$ cat src/rtl/sink_if.sv
// Flit stream handshake between a NoC output port and its traffic sink.
// Master drives the flit and valid; the sink answers with ready.
interface sink_if #(
  parameter int WIDTH = 32
);
  logic [WIDTH-1:0] data_in;
  logic             valid_in;
  logic             ready_out;

  modport master (
    output data_in,
    output valid_in,
    input  ready_out
  );

  modport slave (
    input  data_in,
    input  valid_in,
    output ready_out
  );
endinterface

$ cat src/rtl/sink.sv
// Traffic sink: accepts flits, checks dest and per-source sequence,
// and keeps receive / error statistics.
module sink #(
  parameter int WIDTH = 32,
  parameter int N = 16,
  parameter int N_ADDR_WIDTH = $clog2(N),
  parameter logic [N_ADDR_WIDTH-1:0] NODE = N_ADDR_WIDTH'(15),
  parameter int STALL_PERIOD = 0
) (
  input  logic                    clk,
  input  logic                    rst,
  sink_if.slave                   flit,
  output logic [31:0]             rx_count,
  output logic [15:0]             seq_err_count,
  output logic [15:0]             dest_err_count,
  output logic                    err_out,
  output logic [N_ADDR_WIDTH-1:0] last_src,
  output logic [7:0]              last_id
);

  localparam int CW = WIDTH - 2 * N_ADDR_WIDTH - 8;
  localparam int NS = 2 ** N_ADDR_WIDTH;
  localparam int SW = (STALL_PERIOD > 1) ? $clog2(STALL_PERIOD) : 1;
  localparam logic [SW-1:0] LAST =
    (STALL_PERIOD > 1) ? SW'(STALL_PERIOD - 1) : '0;

  logic [SW-1:0]           stall_cnt;
  logic [NS-1:0]           seen;
  logic [CW-1:0]           exp_cnt [NS];

  logic [N_ADDR_WIDTH-1:0] src;
  logic [N_ADDR_WIDTH-1:0] dst;
  logic [7:0]              id;
  logic [CW-1:0]           cnt;
  logic                    stall_ok;
  logic                    xfer;
  logic                    dest_err;
  logic                    seq_err;

  assign src = flit.data_in[WIDTH-1 -: N_ADDR_WIDTH];
  assign dst = flit.data_in[WIDTH-1-N_ADDR_WIDTH -: N_ADDR_WIDTH];
  assign id  = flit.data_in[CW+7 -: 8];
  assign cnt = flit.data_in[CW-1:0];

  assign stall_ok = (STALL_PERIOD == 0) || (stall_cnt != LAST);
  assign flit.ready_out = rst && stall_ok;
  assign xfer = flit.valid_in && flit.ready_out;

  // First flit from a source only arms its expected counter.
  assign dest_err = (dst != NODE);
  assign seq_err  = seen[src] && (cnt != exp_cnt[src]);

  always_ff @(posedge clk) begin
    if (!rst) begin
      stall_cnt      <= '0;
      seen           <= '0;
      rx_count       <= '0;
      seq_err_count  <= '0;
      dest_err_count <= '0;
      err_out        <= 1'b0;
      last_src       <= '0;
      last_id        <= '0;
    end else begin
      if (STALL_PERIOD > 1)
        stall_cnt <= (stall_cnt == LAST) ? '0 : stall_cnt + 1'b1;
      err_out <= xfer && (dest_err || seq_err);
      if (xfer) begin
        rx_count     <= rx_count + 1'b1;
        seen[src]    <= 1'b1;
        exp_cnt[src] <= cnt + 1'b1;
        last_src     <= src;
        last_id      <= id;
        if (dest_err && dest_err_count != 16'hFFFF)
          dest_err_count <= dest_err_count + 1'b1;
        if (seq_err && seq_err_count != 16'hFFFF)
          seq_err_count <= seq_err_count + 1'b1;
      end
    end
  end

endmodule

$ cat src/flat_wrapper.sv
// flat-port wrapper written by rule: the top's interface ports become plain ports
module sink_flat 
#(
  parameter int WIDTH = 32,
  parameter int N = 16,
  parameter int N_ADDR_WIDTH = $clog2(N),
  parameter logic [N_ADDR_WIDTH-1:0] NODE = N_ADDR_WIDTH'(15),
  parameter int STALL_PERIOD = 0
)
  (clk, rst, rx_count, seq_err_count, dest_err_count, err_out, last_src, last_id, flit_data_in, flit_valid_in, flit_ready_out);
  sink_if #(.WIDTH(WIDTH)) flit_i ();
  input  logic clk;
  input  logic rst;
  output logic [31:0] rx_count;
  output logic [15:0] seq_err_count;
  output logic [15:0] dest_err_count;
  output logic err_out;
  output logic [N_ADDR_WIDTH-1:0] last_src;
  output logic [7:0] last_id;
  input wire logic [$bits(flit_i.data_in)-1:0] flit_data_in;
  input wire logic [$bits(flit_i.valid_in)-1:0] flit_valid_in;
  output wire logic [$bits(flit_i.ready_out)-1:0] flit_ready_out;
  assign flit_i.data_in = flit_data_in;
  assign flit_i.valid_in = flit_valid_in;
  assign flit_ready_out = flit_i.ready_out;
  sink #(.WIDTH(WIDTH), .N(N), .N_ADDR_WIDTH(N_ADDR_WIDTH), .NODE(NODE), .STALL_PERIOD(STALL_PERIOD)) u_core (.clk(clk), .rst(rst), .flit(flit_i), .rx_count(rx_count), .seq_err_count(seq_err_count), .dest_err_count(dest_err_count), .err_out(err_out), .last_src(last_src), .last_id(last_id));
endmodule
$ cat config.mk
export PLATFORM = sky130hd
export DESIGN_NAME = sink_flat
export DESIGN_NICKNAME = d
export VERILOG_FILES = /design/src/rtl/sink_if.sv /design/src/rtl/sink.sv /design/src/flat_wrapper.sv
export SDC_FILE = /design/constraint.sdc
export NUM_CORES = 1
export LEC_CHECK = 0
export BUFFER_PORTS_ARGS = -buffer_cell sky130_fd_sc_hd__buf_2
export CELL_PAD_IN_SITES_DETAIL_PLACEMENT = 0
export CELL_PAD_IN_SITES_GLOBAL_PLACEMENT = 1
export CORE_UTILIZATION = 54
export CTS_CLUSTER_SIZE = 8
export DETAILED_ROUTE_END_ITERATION = 10
export PLACE_DENSITY_LB_ADDON = 0.1
export SETUP_SLACK_MARGIN = 0.3
export SLEW_MARGIN = 25
export SYNTH_ARGS = -nofsm -noshare
export SYNTH_HDL_FRONTEND = slang
export SYNTH_SLANG_ARGS = --single-unit
$ cat constraint.sdc
create_clock -name clk -period 4.8 [get_ports clk]
set_input_delay 0 -clock clk [delete_from_list [all_inputs] [get_ports clk]]
set_output_delay 0 -clock clk [all_outputs]
set_load 0.01 [all_outputs]
---- Word level (Yosys, flattened, before mapping) ----
Memory sizes are Yosys's and may differ from the RTL's.
Cells that the tools add are included.
storage, ports and cells
  register bits after elaboration ......... 93
  output and inout bits ................... 78
  input bits .............................. 35
  bits in writable memories ............... 256
  memories kept ........................... 1
memories
  memory          depth  bits a word  read ports  clocked after memory_dff  wr ports  line        source
  u_core.exp_cnt  16     16           1           0                         1         sink.sv:29  logic [CW-1:0] exp_cnt [NS];
cells by class
  equality and inequality tests ........... 4
  reductions and logical operators ........ 9
  bitwise gates (word level) .............. 1
  $lt $le $gt $ge ......................... 2
  add/sub/neg operators ................... 4
  mux-type cells .......................... 7
operators with widths
  operator                                             count
  adder 16 x 1 -> 16 bit, second input constant        3
  adder 32 x 1 -> 32 bit, second input constant        1
  != test 16 bit, second input constant                2
  != test 16 bit                                       1
  bitwise OR 16 bit                                    1
  logical AND 1 bit                                    6
  < comparator 4 x 5 -> 1 bit, second input constant   1
  two-way mux 1 bit                                    5
  binary-select mux 1 bit (select 4 bit)               1
  demux 1 bit (select 4 bit)                           1
  >= comparator 4 x 1 -> 1 bit, second input constant  1
  != test 4 bit, second input constant                 1
  AND reduction 2 bit                                  2
  logical OR 1 bit                                     1

---- Longest topological paths before layout ----
  word-level depth ........................ 5
  mapped depth ............................ 13
  gate-level depth less buffers ........... 8

---- Worst setup path before layout ----
OpenSTA, ideal clock, no wires.
  kind .................................... input to register
  from .................................... input port flit_data_in[30]
  to ...................................... memory u_core.exp_cnt[0][0] (netlist name), enable pin
  arrival ................................. 2.358 ns
  stages on the path ...................... 4
  buffers on the path ..................... 3
  path slack .............................. 2.008 ns
  library setup time ...................... 0.434 ns
  data required time ...................... 4.366 ns
  cell sequence ........................... buf_2 buf_2 clkbuf_1 nor4_1
RTL lines
  item                line                source
  start: declaration  flat_wrapper.sv:20  input wire logic [$bits(flit_i.data_in)-1:0] flit_data_in;
  end: declaration    sink.sv:29
Straight into the memory's write port.

---- Final worst setup path ----
  from .................................... input port flit_data_in[28]
  to ...................................... register u_core.seq_err_count[5]
on the way
  cells in the longest elaborated chain, start to end .. 5
ends and longest elaborated chain
  item                                                                                        line        source
  memory read (16 x 16 bit) / binary-select mux 1 bit (select 4 bit) (equally long branches)  n/a
  != test 16 bit / two-way mux 1 bit (equally long branches)                                  sink.sv:51  assign seq_err = seen[src] && (cnt != exp_cnt[src]);
  logical AND 1 bit *                                                                         sink.sv:51
  logical AND 1 bit *                                                                         sink.sv:75  if (seq_err && seq_err_count != 16'hFFFF)
  AND reduction 2 bit (no line) *                                                             n/a
  end signal: assignment                                                                      sink.sv:76  seq_err_count <= seq_err_count + 1'b1;
  end: declaration                                                                            sink.sv:14  output logic [15:0] seq_err_count,
Mark *: on every way between the ends. The rest lies on a longest branch, timed or not. The select of a mux whose other input is x is not followed.
A chain may end at the register's enable or synchronous reset.

==> metrics.yaml <==
run_status: "complete, no violations"
setup.worst_path.class: "in2reg"
power-per-cell-area_mw_per_mm2: 395.6
final_standard_cell_count_with_taps_included_and_fillers_excluded: 1451
overflow: 0
start_util_pct: 54.93
final.period_utilization_pct: 59.62
post_cts_resize_count: 0
yosysWarnings: 0
drive_above_1_share_pct: 25.00
first_pass_iteration_count_of_the_detailed_router: 5
drt-initial-drc-count: 713
fp-row-count: 59
antennaDiodeCount: 0
most-common-layout-cells: "edfxtp_1, buf_2, dfxtp_1, nor2_1, mux2i_1"
hpwlAfterDp_um: 19630
postLayoutSetupSlackWorst_ns: 1.938
finalPower_mw: 6.627
fillCellCount: 1981
worst-endpoint-arrival_ns: 3.26
inst_count_dp: 1377
cts_tree: "done"
via_count: 8402
hold_path.class: "in2reg"
leading_cell_type_in_the_layout_fill_and_taps_excluded: "edfxtp_1"
wl_per_cell_um: 21.87
maxcap_viol_count: 0
track_usage_pct: 24.05
maxSlewViolCount: 0
unrepaired_setup_endpoints_after_global_routing: "no"
num_io_pins: 113
placedInstanceArea_mm2: 0.01527
final_wirelength_um: 31740
clock_latency_on_the_worst_skew_pair_ns: 0.53
max-slew-margin-rel_pct: 34.22
area.growth.synth_to_final_pct: 17.02
postLayoutCoreUtil_pct: 64.28
share_of_the_yosys_chip_area_belonging_to_registers_pct: 66.71
antenna_found_initial: 0
vias_per_cell: 5.790
clock_pin_transition_on_the_worst_setup_and_hold_timing_paths_ns: 0.05
syn_area_mm2: 0.01431
die_x_um: 164.8
fp.dieH_um: 164.8
synthesis.instances: 953
synth-edff-count: 256
crit_required_ns: 5.20
cts-root-buf: "clkbuf_16"
floorplan.die_area_mm2: 0.02716
sequentialPowerShare_pct: 49.8
antenna_left: 0
worst_setup_path_startpoint: "flit_data_in[28]"
hp-start: "rst"
syn_avg_cell_area_um2: 15.02
net-switching-power_mw: 1.381
p_clk_share_pct: 44.8
tritoncts.num_buffers: 49
synth_cell_types: 52
final_cell_area_mm2: 0.01675
finish.net_count: 1142
cts-htree-levels: 2
drt_drc_violations_left: 0
synth_nets: 992
ir_worst_vdd_mv: 0.2662
place.gp.congestion: 0.7895
grt_pass1_wl_um: 48450
synth_flop_cell: "edfxtp_1"
critical_path_peak_fanout: 26
fin_hold_ws_ns: 0.03946
dpl_worst_slack_ns: 1.363
cts.sink_count: 349
cts-root-to-sink-buffers: 3
worst_clock_skew_ns: 0.01153
grt_pass1_vias: 8217
crit_path_start_kind: "input port"
io_buffers: 112
startpoint_of_the_lowest_slack_register_to_register_path: "u_core.exp_cnt[14][10]"
endpoint_kind: "register"
p_comb_share_pct: 5.4
worstMarginPinSlew_ns: 0.9834
period_minus_slack_ns: 2.862
intPower_mw: 5.246
fmaxAchievable_ghz: 0.3494
synth_seq_cells: 349
final_hold_viol_count: 0
synthArstFlopShare_pct: 0
power_leakage_nw: 6.058
grt_start_max_net_pins: 62
timing.final.setup_violations: 0
setup_total_negative_slack_ns: 0
power.switching_fraction_pct: 20.84
core_mm2: 0.02606
cell type report:
class	count	area [um2]	share of cell area, %
sequential	349	9549	57.01
multi-input combinational	552	4627	27.62
clock buffer	61	1271	7.589
timing repair buffer	145	838.3	5.005
tap	335	419.2	2.502
clock inverter	3	22.52	0.1345
inverter	6	22.52	0.1345
final timing paths:
check	end	slack, ns	depth (start not counted)
max	u_core.seq_err_count[5]	1.94	10
min	u_core.seen[4]	0.04	3
max reg2reg	u_core.seq_err_count[5]	1.99	8
min reg2reg	u_core.seen[6]	0.46	1
worst max-delay path, stage by stage:
cell and delay (ns):
buf_2 0.61, buf_4 0.40, mux4_2 0.53, mux2i_1 0.18
xor2_1 0.26, o211ai_1 0.12, nor4_1 0.33, o2111a_2 0.52
nor4_1 0.14, mux2i_1 0.14
Yosys cell counts (all sizes together) (15+ instances only):
cell / n / area share (%)
mux4: 54 / 8.5
and3: 23 / 1.0
nor2: 98 / 2.6
nand2: 57 / 1.5
buf: 28 / 1.4
mux2i: 72 / 5.0
xor2: 38 / 2.3
clkbuf: 18 / 0.48
xnor2: 39 / 2.4
and2: 15 / 0.66
nand3: 30 / 1.0
edfxtp: 256 / 54
dfxtp: 93 / 13
power groups by stage:
stage / Combinational, mW / Clock, mW / Sequential (mW)
final: 0.355 / 2.97 / 3.30
after global routing: 0.385 / 3.15 / 3.30
after CTS: 0.355 / 3.02 / 3.30
after detailed placement: 0.348 / 0 / 3.36
after global placement: 0.343 / 0 / 3.36
after floorplan: 0.231 / 0 / 3.36
registers in the layout, summed over array words and instances, names as in the netlist:
register / flops
u_core.last_src: 4
u_core.seen: 16
u_core.seq_err_count: 16
u_core.dest_err_count: 16
u_core.exp_cnt: 256
u_core.last_id: 8
u_core.rx_count: 32
u_core.err_out: 1
logic make-up (layout without fill, tap and decap cells):
group	after synthesis	in the layout	share of synthesized area, %
flops	349	349	66.71
buf+inv	52	215	2.028
simple gates	282	282	9.511
xor+xnor	77	77	4.712
fa+ha+maj	4	4	0.3497
mux	129	129	13.77
compound gates	60	60	2.920
routing by layer:
layer	up-vias	part of all wire, %	routed length (um)	GRT usage (%)
li1	3883	-	-	-
met1	4233	45	14130	34.56
met2	245	49	15420	39.02
met3	41	5.4	1711	3.340
met4	0	1.5	476	5.505
met5	-	0	0	0
what timing repair did:
action,CTS,global route
hold endpoints to repair,9,0
hold buffers,10,0
buffers inserted,0,0
No activity file was read; power rests on OpenSTA's default activity.
